### src/rtl/unpool_pkg.sv
// Shared sizes, FSM encoding and window-position codes for unpool_stream.
// UNPOOL_MASK_EN selects max-unpool; the default build replicates each value.
package unpool_pkg;

    localparam int DATA_W    = 8;
    localparam int OUT_H     = 6;
    localparam int OUT_W     = 6;
    localparam int CH        = 3;
    localparam int POOL_H    = OUT_H / 2;
    localparam int POOL_W    = OUT_W / 2;
    localparam int FRAME_IN  = CH * POOL_H * POOL_W;
    localparam int FRAME_OUT = CH * OUT_H * OUT_W;

    localparam int IN_W    = FRAME_IN * DATA_W;
    localparam int MASK_W  = FRAME_IN * 2;
    localparam int CH_W    = $clog2(CH);
    localparam int ROW_W   = $clog2(OUT_H);
    localparam int COL_W   = $clog2(OUT_W);
    localparam int IDX_W   = $clog2(FRAME_OUT);
    localparam int ELEM_W  = $clog2(FRAME_IN);
    localparam int IN_AW   = $clog2(IN_W);
    localparam int MASK_AW = $clog2(MASK_W);

    typedef enum logic {
        IDLE   = 1'b0,
        STREAM = 1'b1
    } state_t;

    typedef enum logic [1:0] {
        UL = 2'd0,
        UR = 2'd1,
        LL = 2'd2,
        LR = 2'd3
    } mask_pos_t;

    // Pooled element that feeds output pixel (ch, row, col).
    function automatic logic [ELEM_W-1:0] elem_index(
        input logic [CH_W-1:0]  ch,
        input logic [ROW_W-1:0] row,
        input logic [COL_W-1:0] col
    );
        return ELEM_W'(ch) * ELEM_W'(POOL_H * POOL_W)
             + ELEM_W'(row >> 1) * ELEM_W'(POOL_W)
             + ELEM_W'(col >> 1);
    endfunction

endpackage

### src/rtl/unpool_addr_gen.sv
// Channel/row/column walk over the upsampled frame in flat conv order.
// Produces the flat index and a flag for the final element.
module unpool_addr_gen
    import unpool_pkg::*;
(
    input  logic             clk,
    input  logic             rst,
    input  logic             clear,
    input  logic             advance,
    output logic [CH_W-1:0]  ch,
    output logic [ROW_W-1:0] row,
    output logic [COL_W-1:0] col,
    output logic [IDX_W-1:0] idx,
    output logic             last
);

    logic col_wrap;
    logic row_wrap;

    assign col_wrap = (col == COL_W'(OUT_W - 1));
    assign row_wrap = (row == ROW_W'(OUT_H - 1));
    assign last     = col_wrap && row_wrap && (ch == CH_W'(CH - 1));

    assign idx = IDX_W'(ch) * IDX_W'(OUT_H * OUT_W)
               + IDX_W'(row) * IDX_W'(OUT_W)
               + IDX_W'(col);

    always_ff @(posedge clk) begin
        if (rst || clear) begin
            ch  <= '0;
            row <= '0;
            col <= '0;
        end else if (advance) begin
            if (col_wrap) begin
                col <= '0;
                if (row_wrap) begin
                    row <= '0;
                    // Wrapping to 0 leaves the counters ready for the next frame.
                    ch  <= last ? '0 : ch + 1'b1;
                end else begin
                    row <= row + 1'b1;
                end
            end else begin
                col <= col + 1'b1;
            end
        end
    end

endmodule

### src/rtl/unpool_stream.sv
// 2x2 unpool: takes one pooled 3x3x3 frame, streams a 6x6x3 frame bytewise.
// Define UNPOOL_MASK_EN for max-unpool (value only at the stored argmax).
module unpool_stream
    import unpool_pkg::*;
(
    input  logic              clk,
    input  logic              rst,
    input  logic [IN_W-1:0]   pool_lin,
    input  logic [MASK_W-1:0] pool_mask,
    input  logic              in_valid,
    output logic              in_ready,
    output logic [DATA_W-1:0] out_data,
    output logic              out_valid,
    input  logic              out_ready,
    output logic [IDX_W-1:0]  out_idx,
    output logic              out_last
);

    state_t             state;
    logic [IN_W-1:0]    frame_q;
    logic               accept;
    logic               fire;
    logic               last;
    logic [CH_W-1:0]    ch;
    logic [ROW_W-1:0]   row;
    logic [COL_W-1:0]   col;
    logic [ELEM_W-1:0]  elem;
    logic [IN_AW-1:0]   bit_base;
    logic [DATA_W-1:0]  value;

    assign accept = in_valid && in_ready;
    assign fire   = out_valid && out_ready;

    unpool_addr_gen u_addr (
        .clk     (clk),
        .rst     (rst),
        .clear   (accept),
        .advance (fire),
        .ch      (ch),
        .row     (row),
        .col     (col),
        .idx     (out_idx),
        .last    (last)
    );

    assign elem     = elem_index(ch, row, col);
    assign bit_base = IN_AW'(elem) * IN_AW'(DATA_W);
    assign value    = frame_q[bit_base +: DATA_W];
    assign out_last = last && out_valid;

`ifdef UNPOOL_MASK_EN
    logic [MASK_W-1:0]  mask_q;
    logic [MASK_AW-1:0] mask_base;
    mask_pos_t          pos;
    logic               hit;

    assign mask_base = MASK_AW'(elem) << 1;
    assign pos       = mask_pos_t'({row[0], col[0]});
    assign hit       = (mask_q[mask_base +: 2] == pos);
    assign out_data  = (out_valid && hit) ? value : '0;
`else
    logic unused_mask;

    assign unused_mask = ^pool_mask;
    assign out_data    = out_valid ? value : '0;
`endif

    always_ff @(posedge clk) begin
        if (rst) begin
            state     <= IDLE;
            in_ready  <= 1'b1;
            out_valid <= 1'b0;
        end else begin
            unique case (state)
                IDLE: begin
                    if (accept) begin
                        frame_q   <= pool_lin;
`ifdef UNPOOL_MASK_EN
                        mask_q    <= pool_mask;
`endif
                        state     <= STREAM;
                        in_ready  <= 1'b0;
                        out_valid <= 1'b1;
                    end
                end
                STREAM: begin
                    if (fire && last) begin
                        state     <= IDLE;
                        in_ready  <= 1'b1;
                        out_valid <= 1'b0;
                    end
                end
            endcase
        end
    end

endmodule

### config.mk
export PLATFORM = sky130hd
export DESIGN_NAME = unpool_stream
export DESIGN_NICKNAME = d
export VERILOG_FILES = /design/src/rtl/unpool_pkg.sv /design/src/rtl/unpool_addr_gen.sv /design/src/rtl/unpool_stream.sv
export SDC_FILE = /design/constraint.sdc
export NUM_CORES = 1
export LEC_CHECK = 0
export BUFFER_PORTS_ARGS = -buffer_cell sky130_fd_sc_hd__buf_4
export CORE_ASPECT_RATIO = 0.6
export CORE_MARGIN = 2
export CORE_UTILIZATION = 55
export CTS_BUF_LIST = sky130_fd_sc_hd__clkbuf_4 sky130_fd_sc_hd__clkbuf_8
export CTS_CLUSTER_SIZE = 28
export DETAILED_ROUTE_END_ITERATION = 10
export HOLD_SLACK_MARGIN = 0.08
export PLACE_DENSITY = 0.85
export SETUP_SLACK_MARGIN = 0.1
export SYNTH_ARGS = -nofsm -noshare
export SYNTH_HDL_FRONTEND = slang
export SYNTH_SLANG_ARGS = --single-unit
### constraint.sdc
create_clock -name clk -period 37.8 [get_ports clk]
set_input_delay 5.67 -clock clk [delete_from_list [all_inputs] [get_ports clk]]
set_output_delay 5.67 -clock clk [all_outputs]
set_load 0.1 [all_outputs]
==> Word level (Yosys, flattened, before mapping) <==
Cells that the tools add are included.
W data, S select, Z words.
{ "word_totals": {"reg_bits": 227, "inputBits": 274, "output_inout_bits": 18, "word_cells": 50} }
{ "classes": {"add_sub_neg": 7, "multipliers": 4, "eq_ne": 5, "shifts": 1, "mux": 13, "n_bitwise": 2, "n_reduce_logical": 11} }
{ "ops": {"columns": ["cell", "n"], "rows": [
  ["$shiftx A216 B9 Y8", 1],
  ["$mul A2 B4 Y5 const B", 2],
  ["$mux W8", 1],
  ["$add A7 B3 Y7", 1],
  ["$add A7 B6 Y7", 1],
  ["$add A3 B1 Y3 const B", 2],
  ["$eq A3 B3 Y1 const B", 2],
  ["$logic_and A1 B1 Y1", 6],
  ["$mux W1", 6],
  ["$mux W3", 2],
  ["$pmux W1 S2", 3],
  ["$reduce_and A3 Y1", 2],
  ["$add A5 B2 Y5", 1],
  ["$add A5 B4 Y5", 1],
  ["$mul A3 B2 Y5 const B", 1],
  ["$mul A2 B2 Y4 const B", 1],
  ["$ne A2 B1 Y1 const B", 2],
  ["$reduce_and A2 Y1", 2],
  ["$add A2 B1 Y2 const B", 1],
  ["$eq A2 B2 Y1 const B", 1],
  ["$mux W2", 1],
  ["$not A1 Y1", 2],
  ["$logic_or A1 B1 Y1", 1]
]} }

==> Longest topological paths before layout <==
Gate-level depths: netlist of the first run.
{ "logic_depth": {"ltp_word": 6, "mapped_depth": 11, "ltp_nobuf": 10} }

==> Cells and area by module <==
Synthesis of the first run repeated with hierarchy kept, for this count alone.
{ "hier_totals": {"hier_cells": 479, "hier_area_um2": 9402.8} }
{ "modules_own_cells": {"columns": ["mod", "n_inst", "cells_per_inst", "area_per_inst_um2", "seq_area_each_um2"], "rows": [
  ["unpool_stream", 1, 404, 8737.1, 6546.3],
  ["unpool_addr_gen", 1, 75, 665.6, 160.2]
]} }

==> Least setup slack after synthesis of the first run <==
OpenSTA, ideal clock, no wires.
{ "synth_path": {"kind": "input to register", "start": "input in_valid", "end": "register frame_q[0], enable pin", "setup_ns": 1.058, "t_arrival_ns": 20.378, "required_time_ns": 36.742, "slack_ns": 16.365, "cell_stages": 2, "n_path_buf": 0, "path_cell_list": "nand2_1 -> nor3_1"} }
{ "synth_via": {"elab_chain_len": 2} }
{ "synth_lines": {"columns": ["item", "line_no", "source"], "rows": [
  ["from (decl)", "unpool_stream.sv:10", "input logic in_valid,"],
  ["$logic_and A1 B1 Y1", "unpool_stream.sv:31", "assign accept = in_valid && in_ready;"],
  ["$reduce_and A3 Y1 (no source line)", null, null],
  ["to (signal assigned)", "unpool_stream.sv:77", "frame_q <= pool_lin;"],
  ["to (decl)", "unpool_stream.sv:20", "logic [IN_W-1:0] frame_q;"]
]} }
Every way passes these cells.
A chain may end at the register's enable or synchronous reset.

==> Worst setup path in the final report of the first run <==
{ "layout_path": {"start": "register u_addr.ch[1]", "end": "output out_data[2]"} }
{ "layout_via": {"elab_chain_len": 5} }
{ "layout_lines": {"columns": ["item", "line_no", "source"], "rows": [
  ["from (decl)", "unpool_addr_gen.sv:10", "output logic [CH_W-1:0] ch,"],
  ["from (signal assigned)", "unpool_addr_gen.sv:39", "ch <= last ? '0 : ch + 1'b1;"],
  ["$mul A2 B4 Y5", "unpool_pkg.sv:42", "return ELEM_W'(ch) * ELEM_W'(POOL_H * POOL_W)"],
  ["$add A5 B4 Y5", "unpool_pkg.sv:43", "+ ELEM_W'(row >> 1) * ELEM_W'(POOL_W)"],
  ["$add A5 B2 Y5", "unpool_pkg.sv:44", "+ ELEM_W'(col >> 1);"],
  ["$shiftx A216 B9 Y8", "unpool_stream.sv:48", "assign value = frame_q[bit_base +: DATA_W];"],
  ["$mux W8", "unpool_stream.sv:65", "assign out_data = out_valid ? value : '0;"],
  ["to (decl)", "unpool_stream.sv:12", "output logic [DATA_W-1:0] out_data,"]
]} }
Every way passes these cells.

==> results of run 1 <==
## where the power goes
| group | switching (W) | leakage (nW) | internal, W |
|---|---|---|---|
| Clock | 0.0000890 | 0.354 | 0.000108 |
| Sequential | 0.00000313 | 2.08 | 0.000287 |
| Combinational | 0.0000176 | 2.24 | 0.0000192 |
## area by class of cell
cell class / instances / area [um2]
clock buffer: 50 / 594
clock inverter: 10 / 76.3
fill: 993 / 4390
inverter: 14 / 52.6
multi-input combinational: 217 / 2520
sequential: 227 / 6710
tap: 228 / 285
timing repair buffer: 242 / 1820
## final timing paths
path	startpoint	endpoint	slack, ns	cells past startpoint
hold / removal	in_ready$_SDFFE_PP1P_	in_ready$_SDFFE_PP1P_	0.50	2
setup reg to reg	in_ready$_SDFFE_PP1P_	frame_q[108]$_DFFE_PP_	35.33	4
hold reg to reg	in_ready$_SDFFE_PP1P_	in_ready$_SDFFE_PP1P_	0.50	2
setup / recovery	u_addr.ch[1]$_SDFFE_PP0P_	out_data[2]	27.56	9
## cell usage after synthesis (2+ instances only)
master / number / area, um2
a211oi_1: 2 / 15.0
a21o_1: 3 / 22.5
a21oi_1: 10 / 50.1
and3_1: 9 / 56.3
buf_2: 10 / 50.1
buf_4: 4 / 30.0
clkbuf_1: 5 / 18.8
dfxtp_1: 11 / 220
edfxtp_1: 216 / 6490
fa_1: 6 / 120
ha_1: 14 / 175
inv_1: 14 / 52.6
mux2i_1: 29 / 290
mux4_2: 48 / 1080
nand2_1: 15 / 56.3
nand2b_1: 2 / 12.5
nand3b_1: 2 / 15.0
nand4_1: 2 / 12.5
nor2_1: 7 / 26.3
nor2b_1: 2 / 12.5
nor3_1: 2 / 10.0
nor3b_1: 3 / 22.5
o211ai_1: 7 / 52.6
o21ai_0: 12 / 60.1
o21ai_2: 2 / 17.5
o2bb2ai_1: 8 / 70.1
o311a_1: 7 / 70.1
or3_1: 2 / 12.5
xnor2_1: 6 / 52.6
xor2_1: 3 / 26.3
## kinds of logic after synthesis
group | Yosys count | share of synthesized area
and+or+nand+nor | 53 | 0.0315
DFF | 227 | 0.715
xor gates and xnor gates | 10 | 0.0101
buffers and inverters | 37 | 0.0215
muxes | 77 | 0.146
AOI/OAI and AO/OA | 57 | 0.0448
adders and majority gates | 20 | 0.0315
## state kept, by name (all words and copies together) (netlist names)
name	flops
frame_q	216
u_addr.ch	2
u_addr.col	3
u_addr.row	3
in_ready	1
state	1
out_valid	1
## through the flow
step,hold slack [ns],worst slack [ns],std cells,utilization
6_report,0.500,27.56,988,0.733
5_1_grt,0.552,27.35,988,0.733
4_1_cts,0.505,27.48,988,0.733
3_5_place_dp,0.494,28.01,928,0.692
3_3_place_gp,0.478,28.08,928,0.692
2_1_floorplan,0.481,16.36,481,-
## routing by layer
| metal | wire [um] | track usage | vias up |
|---|---|---|---|
| met5 | 0 | 0 | - |
| met4 | 302 | 0.0635 | 0 |
| met3 | 1930 | 0.0761 | 23 |
| met2 | 10100 | 0.378 | 252 |
| met1 | 8680 | 0.323 | 2703 |
| li1 | - | - | 2473 |
## worst max-delay path, stage by stage, from the launching register on
cell       delay, ns
dfxtp_1         0.44
fa_1            0.63
inv_1           0.08
fa_4            1.44
and2_1          0.40
o2bb2ai_1       0.18
o21ai_0         0.20
o211ai_1        0.19
o311a_1         0.20
buf_4           0.29
==> results.sh, run 1 <==
export IMPL_max_slew_margin=0.289
export IMPL_crit_path_end_kind="output port"
export IMPL_async_flop_share=0
export IMPL_synth_avg_cell_area_um2=19.5
export IMPL_arrival_ns=4.57
export IMPL_cts_tree="yes"
export IMPL_initial_core_util=0.571
export IMPL_postCtsResizedCells=0
export IMPL_numCtsBuffers=34
export IMPL_ctsRootBufferMaster="clkbuf_8"
export IMPL_antenna_found_initial=0
export IMPL_seq_area_frac_synth=0.715
export IMPL_period_needed_ns=10.24
export IMPL_fp_dieArea_um2=18200
export IMPL_gp_congestion=0.792
export IMPL_fin_nets=1030
export IMPL_rsz0062_at_grt="false"
export IMPL_synth_edf_count=216
export IMPL_post_route_period_util=0.271
export IMPL_grt_max_degree=84
export IMPL_start_kind="flip-flop"
export IMPL_leakage_nw=4.67
export IMPL_vias=5451
export IMPL_finalPower_w=0.000524
export IMPL_routed_wl_um=21000
export IMPL_mostFrequentLayoutCell="buf_4"
export IMPL_peakVddDrop_uv=34.6
export IMPL_cp_required_ns=32.13
export IMPL_syn_nets=775
export IMPL_skew_ns=0.0252
export IMPL_grt_total_usage=0.238
export IMPL_layout_common_cells="buf_4 (242), edfxtp_1 (216), mux4_2 (48)"
export IMPL_layout_area_overhead_vs_synth_pct=28.4
export IMPL_clockBufferDepth=3
export IMPL_fmax_ghz=0.0977
export IMPL_yosysWarnings=0
export IMPL_ys_ff_latch=227
export IMPL_cts_htree_levels=2
export IMPL_antenna_left=0
export IMPL_die_w_um=173
export IMPL_rows=36
export IMPL_diodes=0
export IMPL_slew_violations=0
export IMPL_ctsHoldBuffers=0
export IMPL_grt_overflow=0
export IMPL_maxCapViolCount=0
export IMPL_worst_pin_slew_ns=1.07
export IMPL_dr_first_iter_drc_count=384
export IMPL_synth_cell_type_count=48
export IMPL_clkTransAtPathRegs_ns=0.06
export IMPL_drc=0
export IMPL_clock_sinks=227
export IMPL_hold_class="flip-flop to flip-flop"
export IMPL_grt_pass1_wl_um=32400
export IMPL_setup_worst_path_class="flip-flop to output port"
export IMPL_die_h_um=105
export IMPL_place_area_um2=11400
export IMPL_ios=292
export IMPL_postCtsSetupBuffers=0
export IMPL_wl_per_cell_um=21.3
export IMPL_postSynthCellCount=481
export IMPL_avgViaCountPerCell=5.52
export IMPL_tns_ns=0
export IMPL_core_um2=16400
export IMPL_finalInstanceArea_um2=12100
export IMPL_critical_path_peak_fanout=57
export IMPL_ys_flop_type="edfxtp_1"
export IMPL_grt_pass1_vias=5890
export IMPL_outcome="finished, final reports clean"
export IMPL_setup_viol_count_final=0
export IMPL_drt_pass1_iter_count=4
export IMPL_io_buffers=237
export IMPL_p_per_area_nw_per_um2=43.5
export IMPL_drive_gt1_frac=0.468
export IMPL_hold_viol_final=0
export IMPL_syn_area_um2=9390
export IMPL_hpwlAfterDp_um=14800
export IMPL_clock_latency_ns=0.51
Note: power is estimated with default switching activity, not from simulation.
==> inputs of run 2 (changes only) <==
--- a/config.mk
+++ b/config.mk
@@ -5,15 +5,16 @@
 export SDC_FILE = /design/constraint.sdc
 export NUM_CORES = 1
 export LEC_CHECK = 0
+export ABC_AREA = 1
 export BUFFER_PORTS_ARGS = -buffer_cell sky130_fd_sc_hd__buf_4
 export CORE_ASPECT_RATIO = 0.6
 export CORE_MARGIN = 2
-export CORE_UTILIZATION = 55
+export CORE_UTILIZATION = 48
 export CTS_BUF_LIST = sky130_fd_sc_hd__clkbuf_4 sky130_fd_sc_hd__clkbuf_8
 export CTS_CLUSTER_SIZE = 28
 export DETAILED_ROUTE_END_ITERATION = 10
 export HOLD_SLACK_MARGIN = 0.08
-export PLACE_DENSITY = 0.85
+export PLACE_DENSITY = 0.78
 export SETUP_SLACK_MARGIN = 0.1
 export SYNTH_ARGS = -nofsm -noshare
 export SYNTH_HDL_FRONTEND = slang
==> constraint.sdc (replaced) <==
create_clock -name clk -period 8.2 [get_ports clk]
set_input_delay 1.23 -clock clk [delete_from_list [all_inputs] [get_ports clk]]
set_output_delay 1.23 -clock clk [all_outputs]
set_load 0.1 [all_outputs]
==> run 2 against run 1 <==
Count of clock-buffer cells in the layout up 3. Clock skew down 0.016 ns. Die area up 20%. Core utilization is 11 points lower. Hold slack better by 0.018 ns. Routed wire length up 22%. Synthesized area up 5.3%. Critical path depth grew 4. Largest cell class unchanged. Highest routed layer unchanged.
==> results.sh, run 2 <==
export IMPL_outcome="finished, final reports clean"
export IMPL_clkTransAtPathRegs_ns=0.06
export IMPL_top_register="frame_q"
export IMPL_hold_viol_final=0
export IMPL_yosysWarnings=0
export IMPL_ios=292
export IMPL_worst_pin_slew_ns=0.945
export IMPL_hold_ws_ns=0.518
export IMPL_largest_register_ffs=216
export IMPL_gp_congestion=0.811
export IMPL_fin_nets=1443
export IMPL_rows=40
export IMPL_setup_worst_path_class="flip-flop to output port"
export IMPL_slew_violations=0
export IMPL_ctsHoldBuffers=0
export IMPL_critical_path_peak_fanout=64
export IMPL_mostFrequentLayoutCell="nand2_1"
export IMPL_skew_ns=0.00943
export IMPL_clock_latency_ns=0.50
export IMPL_cts_htree_levels=2
export IMPL_largestRegisters="frame_q: 216 flops, u_addr.col: 3 flops, u_addr.row: 3 flops"
export IMPL_yosys_top_cells_area="edfxtp_1 (66%), nand2_1 (14%), nand3_1 (6.9%)"
export IMPL_async_flop_share=0
export IMPL_ys_ff_latch=227
export IMPL_peakVddDrop_uv=171
export IMPL_hpwlAfterDp_um=17700
export IMPL_max_slew_margin=0.370
export IMPL_ys_flop_type="edfxtp_1"
export IMPL_cp_required_ns=6.97
export IMPL_final_core_util=0.623
export IMPL_vias=7295
export IMPL_start_kind="flip-flop"
export IMPL_final_cell_count_no_fill=1447
export IMPL_hold_class="flip-flop to flip-flop"
export IMPL_die_h_um=115
export IMPL_initial_core_util=0.491
export IMPL_p_per_area_nw_per_um2=196
export IMPL_post_route_period_util=0.682
export IMPL_post_synth_top_count_cell="nand2_1"
export IMPL_avgViaCountPerCell=5.04
export IMPL_wl_per_cell_um=17.8
export IMPL_cts_tree="yes"
export IMPL_synth_top_area_cell="edfxtp_1"
export IMPL_antenna_found_initial=0
export IMPL_synth_cell_type_count=29
export IMPL_grt_pass1_wl_um=39100
export IMPL_grt_total_usage=0.239
export IMPL_synth_edf_count=216
export IMPL_crit_path_end_kind="output port"
export IMPL_grt_overflow=0
export IMPL_placedCellCount=1385
export IMPL_syn_area_um2=9890
export IMPL_grt_pass1_vias=7193
export IMPL_layout_area_overhead_vs_synth_pct=26.8
export IMPL_postCtsResizedCells=0
export IMPL_die_w_um=189
export IMPL_synth_common_cells="nand2_1 (366), edfxtp_1 (216), nand3_1 (137), inv_1 (42), nor2_1 (33)"
export IMPL_drc=0
export IMPL_io_buffers=237
export IMPL_leakage_nw=5.33
export IMPL_synth_avg_cell_area_um2=10.9
export IMPL_drt_pass1_iter_count=7
export IMPL_dr_first_iter_drc_count=618
export IMPL_routed_wl_um=25700
export IMPL_finalPower_w=0.00246
export IMPL_antenna_left=0
export IMPL_core_um2=20100
export IMPL_grt_max_degree=76
export IMPL_fmax_ghz=0.179
export IMPL_period_needed_ns=5.59
export IMPL_postCtsSetupBuffers=0
export IMPL_drive_gt1_frac=0.268
export IMPL_fp_dieArea_um2=21800
export IMPL_syn_nets=1203
export IMPL_clockBufferDepth=3
export IMPL_ctsRootBufferMaster="clkbuf_8"
export IMPL_seq_area_frac_synth=0.678
export IMPL_arrival_ns=4.36
export IMPL_numCtsBuffers=35
export IMPL_tns_ns=0
export IMPL_postSynthCellCount=909
export IMPL_clock_sinks=227
export IMPL_maxCapViolCount=0
export IMPL_synth_top_area_share=0.656
export IMPL_rsz0062_at_grt="false"
export IMPL_regToRegSetupSlack_ns=5.19
export IMPL_layout_common_cells="nand2_1 (366), buf_4 (246), edfxtp_1 (216)"
export IMPL_setup_viol_count_final=0
[run 2: cell types whose count changed in the layout (fill, tap and decap cells not counted), moves of 7 or more]
| cell | delta |
|---|---|
| nand2_1 | +351 |
| nand3_1 | +136 |
| mux4_2 | -48 |
| mux2i_1 | -29 |
| inv_1 | +27 |
| nor2_1 | +25 |
| and3_1 | -9 |
| o21ai_0 | -9 |
| o2bb2ai_1 | -8 |
| o211ai_1 | -7 |
| o311a_1 | -7 |
[run 2: final timing paths]
check | from | endpoint | cells past startpoint
setup / recovery | u_addr.ch[0]$_SDFFE_PP0P_ | out_data[6] | 13
hold / removal | in_ready$_SDFFE_PP1P_ | in_ready$_SDFFE_PP1P_ | 2
setup reg to reg | in_ready$_SDFFE_PP1P_ | frame_q[98]$_DFFE_PP_ | 6
hold reg to reg | in_ready$_SDFFE_PP1P_ | in_ready$_SDFFE_PP1P_ | 2
[run 2: power by group]
part | total (W) | leakage (nW) | switching (W) | internal [W]
sequential | 0.00134 | 2.08 | 0.0000140 | 0.00133
combinational | 0.000190 | 2.90 | 0.000103 | 0.0000869
clock | 0.000925 | 0.354 | 0.000435 | 0.000490
total | 0.00246 | 5.33 | 0.000552 | 0.00191
[run 2: logic make-up after synthesis]
group / Yosys count / synth area share
flops: 227 / 0.678
xor+xnor: 10 / 0.0115
simple gates: 543 / 0.226
compound gates: 22 / 0.0134
buf+inv: 87 / 0.0413
fa+ha+maj: 20 / 0.0299
[run 2: layout make-up]
cell class	instances	area [um2]
antenna	1	2.50
clock buffer	53	629
clock inverter	8	38.8
fill	1610	7590
inverter	44	166
multi-input combinational	595	2800
sequential	227	6710
tap	273	342
timing repair buffer	246	1850
[run 2: metrics by stage]
step	worst slack [ns]	instance area, um2
finish	2.61	12500
global route	2.18	12500
CTS	2.55	12500
detailed placement	3.11	11900
global placement	3.16	11900
floorplan	0.639	9890
[run 2: routing by layer]
metal / track usage / vias up / share of wire
li1: - / 3545 / -
met5: 0 / - / 0
met4: 0.0543 / 0 / 0.014
met1: 0.332 / 3411 / 0.44
met3: 0.0858 / 33 / 0.11
met2: 0.363 / 306 / 0.43
[run 2: worst max-delay path: stages (launching register included)]
cell      delay, ns
dfxtp_1        0.55
xor2_1         0.17
ha_4           0.62
clkinv_2       0.64
buf_4          0.56
nand2_1        0.16
nand3_1        0.09
nand2_1        0.15
nand2_1        0.06
nand2_1        0.07
nor2_1         0.04
nor2_1         0.32
nor2_1         0.10
buf_4          0.25
==> inputs of run 3 (changes only) <==
--- a/config.mk
+++ b/config.mk
@@ -9,12 +9,12 @@
 export BUFFER_PORTS_ARGS = -buffer_cell sky130_fd_sc_hd__buf_4
 export CORE_ASPECT_RATIO = 0.6
 export CORE_MARGIN = 2
-export CORE_UTILIZATION = 48
+export CORE_UTILIZATION = 54
 export CTS_BUF_LIST = sky130_fd_sc_hd__clkbuf_4 sky130_fd_sc_hd__clkbuf_8
 export CTS_CLUSTER_SIZE = 28
 export DETAILED_ROUTE_END_ITERATION = 10
 export HOLD_SLACK_MARGIN = 0.08
-export PLACE_DENSITY = 0.78
+export PLACE_DENSITY = 0.83
 export SETUP_SLACK_MARGIN = 0.1
 export SYNTH_ARGS = -nofsm -noshare
 export SYNTH_HDL_FRONTEND = slang
==> constraint.sdc (replaced) <==
create_clock -name clk -period 5.7 [get_ports clk]
set_input_delay 0.855 -clock clk [delete_from_list [all_inputs] [get_ports clk]]
set_output_delay 0.855 -clock clk [all_outputs]
set_load 0.1 [all_outputs]
==> run 3 against run 2 <==
Combinational power up 45%. Critical endpoint is now out_data[1]. First-iteration DRC count down 6.1%. Via count up 1.6%. Clock skew up 0.018 ns. Setup slack worse by 2.1 ns.
==> results.sh, run 3 (synthesized netlist as in run 2, its figures left out) <==
export IMPL_leakage_nw=5.34
export IMPL_peakVddDrop_uv=254
export IMPL_core_um2=18000
export IMPL_critPathTopFamily="buffers and inverters"
export IMPL_gr_usage_met2=0.401
export IMPL_largest_register_ffs=216
export IMPL_routed_wl_um=25000
export IMPL_wl_per_cell_um=17.7
export IMPL_hold_class="flip-flop to flip-flop"
export IMPL_max_slew_margin=0.273
export IMPL_setup_viol_count_final=0
export IMPL_worst_path_buf_inv=3
export IMPL_cts_tree="yes"
export IMPL_drive_gt1_frac=0.269
export IMPL_postCtsResizedCells=0
export IMPL_io_buffers=237
export IMPL_cts_htree_levels=2
export IMPL_start_kind="flip-flop"
export IMPL_skew_ns=0.0274
export IMPL_arrival_ns=4.36
export IMPL_grt_max_degree=134
export IMPL_cpPeakStageDelay_ns=0.71
export IMPL_layout_common_cells="nand2_1 (366), buf_4 (248), edfxtp_1 (216)"
export IMPL_diodes=0
export IMPL_cp_cell_sequence="xor2_1 > ha_4 > clkinv_2 > buf_4 > nand2_1 > nand3_1 > a21oi_1 > nand2_1 > nand3_1 > nand2_1 > nor2_1 > buf_4"
export IMPL_clock_latency_ns=0.50
export IMPL_die_w_um=179
export IMPL_tns_ns=0
export IMPL_grt_pass1_wl_um=37700
export IMPL_postCtsSetupBuffers=0
export IMPL_ios=292
export IMPL_clock_sinks=227
export IMPL_layout_area_overhead_vs_synth_pct=26.7
export IMPL_avgViaCountPerCell=5.24
export IMPL_clockBufferDepth=3
export IMPL_drc=0
export IMPL_cp_required_ns=4.85
export IMPL_setup_worst_path_class="flip-flop to output port"
export IMPL_slowest_stage="clkinv_2"
export IMPL_vias=7409
export IMPL_antenna_found_initial=0
export IMPL_critical_path_peak_fanout=57
export IMPL_top_register="frame_q"
export IMPL_top_usage_layer="met2"
export IMPL_grt_total_usage=0.258
export IMPL_fin_nets=1445
export IMPL_outcome="finished, final reports clean"
export IMPL_crit_path_end_kind="output port"
export IMPL_initial_core_util=0.549
export IMPL_fmax_ghz=0.192
export IMPL_antenna_left=0
export IMPL_met3_usage=0.0774
export IMPL_gp_congestion=0.806
export IMPL_drt_pass1_iter_count=5
export IMPL_slew_violations=0
export IMPL_rsz0062_at_grt="false"
export IMPL_path_common_cell="nand2_1"
export IMPL_rows=38
export IMPL_p_per_area_nw_per_um2=284
export IMPL_use_met1=0.354
export IMPL_ctsHoldBuffers=0
export IMPL_post_route_period_util=0.915
export IMPL_die_h_um=109
export IMPL_clkTransAtPathRegs_ns=0.07
export IMPL_numCtsBuffers=34
export IMPL_grt_pass1_vias=7116
export IMPL_grt_overflow=0
export IMPL_maxCapViolCount=0
export IMPL_period_needed_ns=5.21
export IMPL_dr_first_iter_drc_count=580
export IMPL_fp_dieArea_um2=19400
export IMPL_mostFrequentLayoutCell="nand2_1"
export IMPL_hold_ws_ns=0.507
export IMPL_hold_viol_final=0
export IMPL_hpwlAfterDp_um=17300
export IMPL_worst_pin_slew_ns=1.09
export IMPL_ctsRootBufferMaster="clkbuf_8"
export IMPL_largestRegisters="frame_q: 216 flops, u_addr.col: 3 flops, u_addr.row: 3 flops"
==> run 3: per-stage QoR <==
stage	area, um2	utilization	std cells	setup WS, ns	power [W]
global route	12500	0.695	1413	0.114	0.00368
global placement	11900	0.658	1355	1.06	0.00223
finish	12500	0.695	1413	0.485	0.00355
detailed placement	11900	0.658	1355	1.01	0.00224
CTS	12500	0.695	1413	0.463	0.00357
floorplan	9890	-	909	0.636	0.00209
==> run 3: worst reg2reg max path, cell delays in order (launching register included) <==
cell and delay (ns):
dfxtp_1 0.38, nand2_1 0.09, nor2_1 0.09, inv_1 0.09, nor2_4 0.13, buf_4 0.79
==> run 3: worst paths after layout <==
kind	startpoint	to	slack, ns	cells after the start
setup / recovery	u_addr.ch[0]$_SDFFE_PP0P_	out_data[1]	0.49	12
hold / removal	u_addr.col[0]$_SDFFE_PP0P_	u_addr.col[0]$_SDFFE_PP0P_	0.51	2
setup reg to reg	in_ready$_SDFFE_PP1P_	frame_q[84]$_DFFE_PP_	3.61	5
hold reg to reg	u_addr.col[0]$_SDFFE_PP0P_	u_addr.col[0]$_SDFFE_PP0P_	0.51	2
==> run 3: per-layer routing <==
| metal | vias up | routed length (um) | part of all wire |
|---|---|---|---|
| li1 | 3551 | - | - |
| met1 | 3466 | 10400 | 0.42 |
| met2 | 341 | 11200 | 0.45 |
| met3 | 51 | 2790 | 0.11 |
| met4 | 0 | 570 | 0.023 |
| met5 | - | 0 | 0 |
==> run 3: area by class of cell <==
cell class	instances	area, um2
Multi-Input combinational cell	595	2800
Tap cell	240	300
Inverter	44	166
Clock buffer	44	549
Sequential cell	227	6710
Timing Repair Buffer	249	1880
Clock inverter	14	120
Fill cell	1312	5490
==> run 3: where the power goes <==
group / internal, W / switching [W]
combinational: 0.000126 / 0.000150
clock: 0.000723 / 0.000622
sequential: 0.00191 / 0.0000204
